`src/rtl/piso_shift_register.sv`:
```
// Free-running parallel-in / serial-out shift register. A word is captured at
// the start of every WIDTH-cycle frame and shifted out one bit per clock.
module piso_shift_register #(
  parameter int WIDTH     = 8,
  parameter bit MSB_FIRST = 1'b1
) (
  input  logic                     clk,
  input  logic                     rst,
  input  logic [WIDTH-1:0]         parallel_in,
  output logic                     serial_out,
  output logic                     frame_start,
  output logic [$clog2(WIDTH)-1:0] bit_idx
);

  localparam int CW = $clog2(WIDTH);
  localparam logic [CW-1:0] CNT_LAST = CW'(WIDTH - 1);

  logic [WIDTH-1:0] shreg_q, shreg_d;
  logic [CW-1:0]    cnt_q, cnt_d;
  logic             serial_out_q, serial_out_d;
  logic             frame_start_q, frame_start_d;
  logic [CW-1:0]    bit_idx_q, bit_idx_d;
  logic             load_s;

  // cnt == 0 marks the first edge of a frame, where the new word is captured
  assign load_s = (cnt_q == {CW{1'b0}});

  // Next-state for the shift register, frame counter and output flops
  always_comb begin
    shreg_d       = shreg_q;
    cnt_d         = cnt_q;
    serial_out_d  = serial_out_q;
    frame_start_d = frame_start_q;
    bit_idx_d     = bit_idx_q;

    if (load_s) begin
      if (MSB_FIRST) begin
        serial_out_d = parallel_in[WIDTH-1];
        shreg_d      = parallel_in << 1;
      end else begin
        serial_out_d = parallel_in[0];
        shreg_d      = parallel_in >> 1;
      end
      frame_start_d = 1'b1;
      bit_idx_d     = {CW{1'b0}};
    end else begin
      if (MSB_FIRST) begin
        serial_out_d = shreg_q[WIDTH-1];
        shreg_d      = shreg_q << 1;
      end else begin
        serial_out_d = shreg_q[0];
        shreg_d      = shreg_q >> 1;
      end
      frame_start_d = 1'b0;
      bit_idx_d     = cnt_q;
    end

    // Explicit wrap so non-power-of-two WIDTH still gives WIDTH-cycle frames
    if (cnt_q == CNT_LAST) begin
      cnt_d = {CW{1'b0}};
    end else begin
      cnt_d = cnt_q + CW'(1);
    end
  end

  // State and output registers with synchronous reset taking priority
  always_ff @(posedge clk) begin
    if (rst) begin
      shreg_q       <= {WIDTH{1'b0}};
      cnt_q         <= {CW{1'b0}};
      serial_out_q  <= 1'b0;
      frame_start_q <= 1'b0;
      bit_idx_q     <= {CW{1'b0}};
    end else begin
      shreg_q       <= shreg_d;
      cnt_q         <= cnt_d;
      serial_out_q  <= serial_out_d;
      frame_start_q <= frame_start_d;
      bit_idx_q     <= bit_idx_d;
    end
  end

  assign serial_out  = serial_out_q;
  assign frame_start = frame_start_q;
  assign bit_idx     = bit_idx_q;

endmodule

```
`config.mk`:
```
export PLATFORM = sky130hd
export DESIGN_NAME = piso_shift_register
export DESIGN_NICKNAME = d
export VERILOG_FILES = /design/src/rtl/piso_shift_register.sv
export SDC_FILE = /design/constraint.sdc
export NUM_CORES = 1
export LEC_CHECK = 0
export ABC_AREA = 1
export CAP_MARGIN = 40
export CORE_AREA = 4 4 41 43
export CTS_CLUSTER_SIZE = 10
export DETAILED_ROUTE_END_ITERATION = 10
export DIE_AREA = 0 0 45 47
export PLACE_DENSITY = 0.82
export SYNTH_ARGS = -nofsm -noshare
export SYNTH_HDL_FRONTEND = slang
export SYNTH_SLANG_ARGS = --single-unit
```
`constraint.sdc`:
```
create_clock -name clk -period 1.9 [get_ports clk]
set_input_delay 0.38 -clock clk [delete_from_list [all_inputs] [get_ports clk]]
set_output_delay 0.38 -clock clk [all_outputs]
set_load 0.02 [all_outputs]
```
### After elaboration in Yosys (flattened, before gate mapping)

Cells that the tools add are included.

| word-level totals | value |
|---|---|
| bits in registers | 16 |
| input bits | 10 |
| logic and storage cells | 13 |

| operators by class | value |
|---|---|
| add/subtract/negate cells | 1 |
| equal/unequal tests | 1 |
| mux-type cells | 3 |
| reduce and logical (&&, ||, !) cells | 3 |

Operator list:

| operator | number |
|---|---|
| two-way mux 8 bit | 1 |
| OR reduction 2 bit | 2 |
| adder 3 x 1 -> 3 bit (second input constant) | 1 |
| equality test 3 bit (second input constant) | 1 |
| zero test 3 bit | 1 |
| two-way mux 1 bit | 2 |

### Longest topological paths before layout

| depth | value |
|---|---|
| word-level depth | 2 |
| mapped depth | 6 |

### Worst setup path before layout

No wires, ideal clock.

| path | value |
|---|---|
| kind | flip-flop to flip-flop |
| start point | reg cnt_q[0] |
| end point | reg cnt_q[0] |
| arrival time | 0.942 ns |
| path slack | 0.894 ns |
| stages on the path, launching flop included | 5 |
| buffers on the path | 0 |
| path through | dfxtp_1 -> ha_1 -> ha_1 -> or2_1 -> nor2_1 |

| between the ends | value |
|---|---|
| word-level cells in the longest chain between the ends | 2 |
| elaborated cells on any way between the ends | 3 |
| those cells by class | add/sub: 1; eq/ne: 1; reduce/logical: 1 |

RTL lines:

| what | RTL line | RTL |
|---|---|---|
| from (decl) | 19 | `logic [CW-1:0] cnt_q, cnt_d;` |
| from (signal assigned) | 70 | `cnt_q <= {CW{1'b0}};` |
| from (signal assigned) | 76 | `cnt_q <= cnt_d;` |
| parallel branches: the longest is 2 deep, another holds adder 3 x 1 -> 3 bit | - |  |

Several ways; the timed one is not identified.
A chain may end at the register's enable or synchronous reset.

### Final worst setup path

| path | value |
|---|---|
| start point | reg bit_idx_q[2] (netlist: bit_idx[2]) |
| end point | out bit_idx[2] |

RTL lines:

| what | RTL line | RTL |
|---|---|---|
| from (decl) | 22 | `logic [CW-1:0] bit_idx_q, bit_idx_d;` |
| from (signal assigned) | 73 | `bit_idx_q <= {CW{1'b0}};` |
| from (signal assigned) | 79 | `bit_idx_q <= bit_idx_d;` |
| to (decl) | 12 | `output logic [$clog2(WIDTH)-1:0] bit_idx` |

No word-level cell between the ends.

==> reports/metrics.cfg <==
[grt]
grt.overflow.total = 0
grt_pass1_vias = 387
grt_pass1_wl_um = 1440
antenna_found_initial = 0
grt_max_degree = 16
grt.total_usage = 0.0957

[floorplan]
rows = 13
core_mm2 = 0.00130
ios = 15
die_x_um = 45
initial_core_util = 0.425
chipHeight_um = 47
dieArea_mm2 = 0.00212

[route]
drtPass1Iterations = 4
drtIter0Drc = 8
wl_um = 949
viasPerCell = 4.79
drcViolationCount = 0
routedWlPerCell_um = 10.5
drt.antenna.violating_nets = 0
vias = 431

[placed_design]
globalplace.congestion = 0.683
dp_hpwl_um = 670
post_dp_cell_area_um2 = 689
placed_cells = 86
io_buffers = 14

[cts]
clockBufferDepth = 2
root_buffer = clkbuf_4
numCtsBuffers = 3
path_clk_slew_ns = 0.08
insertion_delay_ns = 0.28
cts.sinks = 15
cts_tree = done
cts_setup_buffers = 0
cts_hold_buf = 0
ctsHtreeMaxLevel = 1
cts.repair.resized = 0

[timing]
finalHoldViolations = 0
rsz0062_at_grt = false
fin_crit_ns = 1.57
fin_setup_tns_ns = 0
max_slew.worst_pin.slew_ns = 0.423
drv_slew = 0
period_share = 0.829
fmax_mhz = 635
skew_ns = 0.000531
hold_slack_ns = 0.451
setup_viol = 0
relSlewSlack = 0.718

[setup_path]
crit_arrival_ns = 1.19
critPathMaxStageDelay_ns = 0.60
startpoint = bit_idx[2]
cp_max_fo = 1
critPathTopFamily = buffers and inverters
crit_path_cell_trace = clkdlybuf4s50_1
r2r_start = cnt_q[0]
crit_buf_inv = 1
slowest_stage = clkdlybuf4s50_1
crit_type = flop to output port
end_kind = output port
crit_required_ns = 1.52
startpoint_type = flop

[pwr]
ir_worst_vdd_mv = 0.497
pwr_density_cell_mw_per_mm2 = 892
power_leakage_nw = 0.321

[synth]
yosys_warnings = 0
synth-seq-cells = 15
synth_top_area_cell = dfxtp_1
syn_area_um2 = 553
synthTopCellsByArea = dfxtp_1, nand4_1, ha_1, nand3_1, nand2_1
netlist_instances = 59
yosysTopAreaCellShare = 0.543
synth_nets = 72
synth-seq-area-share = 0.543
ys_types = 12
syn_avg_cell_area_um2 = 9.37

[finish]
finish.cell_count_without_fillers = 90
register_area_um2 = 300
multi_input_area_um2 = 204
layout-drive-gt1-share = 0.0800
syn_to_final_growth_pct = 29.4
diodes = 0
num-nets-final = 89
final_core_util = 0.550
fill_cells = 128
final_area_um2 = 716

[status]
status = finished, final reports clean

[run]
max_cap_viol_count = 0

[worst_hold_path]
hold_start = cnt_q[0]
hold_path_class = flop to flop

[power breakdown]
group	internal, mW	switching (mW)	leakage (nW)	total (mW)
Combinational	0.0514	0.0599	0.183	0.111
Sequential	0.341	0.00887	0.123	0.350
Clock	0.0815	0.0959	0.0150	0.177
Total	0.474	0.165	0.321	0.639
[synth_stat cells, drive strengths merged]
master / instances
nor3: 1
or2: 1
inv: 7
ha: 3
nand2: 9
buf: 2
nand3: 7
nand4: 7
dfxtp: 15
nor2: 7
[final cells by class]
cell class | count | area share
Multi-Input combinational cell | 35 | 0.285
Timing Repair Buffer | 14 | 0.196
Inverter | 7 | 0.0367
Tap cell | 15 | 0.0262
Clock buffer | 4 | 0.0367
Sequential cell | 15 | 0.420
[through the flow]
stage / setup WS [ns] / total power [mW]
after CTS: 0.304 / 0.645
after floorplan: 0.894 / 0.430
after global placement: 0.587 / 0.466
after detailed placement: 0.577 / 0.468
after global routing: 0.278 / 0.672
final: 0.325 / 0.639
[cells in the final DEF (no fill, tap or decap)]
cell type and count:
or2_1 1, clkbuf_4 3, nor3_1 1, clkdlybuf4s50_1 14, nand2_8 1, nand4_1 7, inv_1 5, dfxtp_1 15
clkbuf_1 1, ha_1 3, inv_2 2, nand2_1 8, nor2_1 7, nand3_1 7
[sequential cells by signal, summed over array words and instances (netlist names)]
name,cells
shreg_q,7
cnt_q,3
serial_out,1
bit_idx,3
frame_start,1
[final timing paths]
path / slack (ns) / to / cells past startpoint
setup / recovery: 0.33 / bit_idx[2] / 1
hold / removal: 0.45 / cnt_q[0] / 1
setup reg to reg: 0.70 / bit_idx[2] / 5
hold reg to reg: 0.45 / cnt_q[0] / 1
[per-layer routing]
metal / track usage / vias up / part of all wire
li1: - / 226 / -
met1: 0.114 / 187 / 0.44
met2: 0.150 / 16 / 0.46
met3: 0.0345 / 2 / 0.087
met4: 0.0526 / 0 / 0.018
met5: 0 / - / 0
[cell families after synthesis]
family                     synth area share
and+or+nand+nor                       0.301
DFF                                   0.543
buffers and inverters                0.0882
adders and majority gates            0.0679
Note: power is estimated with default switching activity, not from simulation.
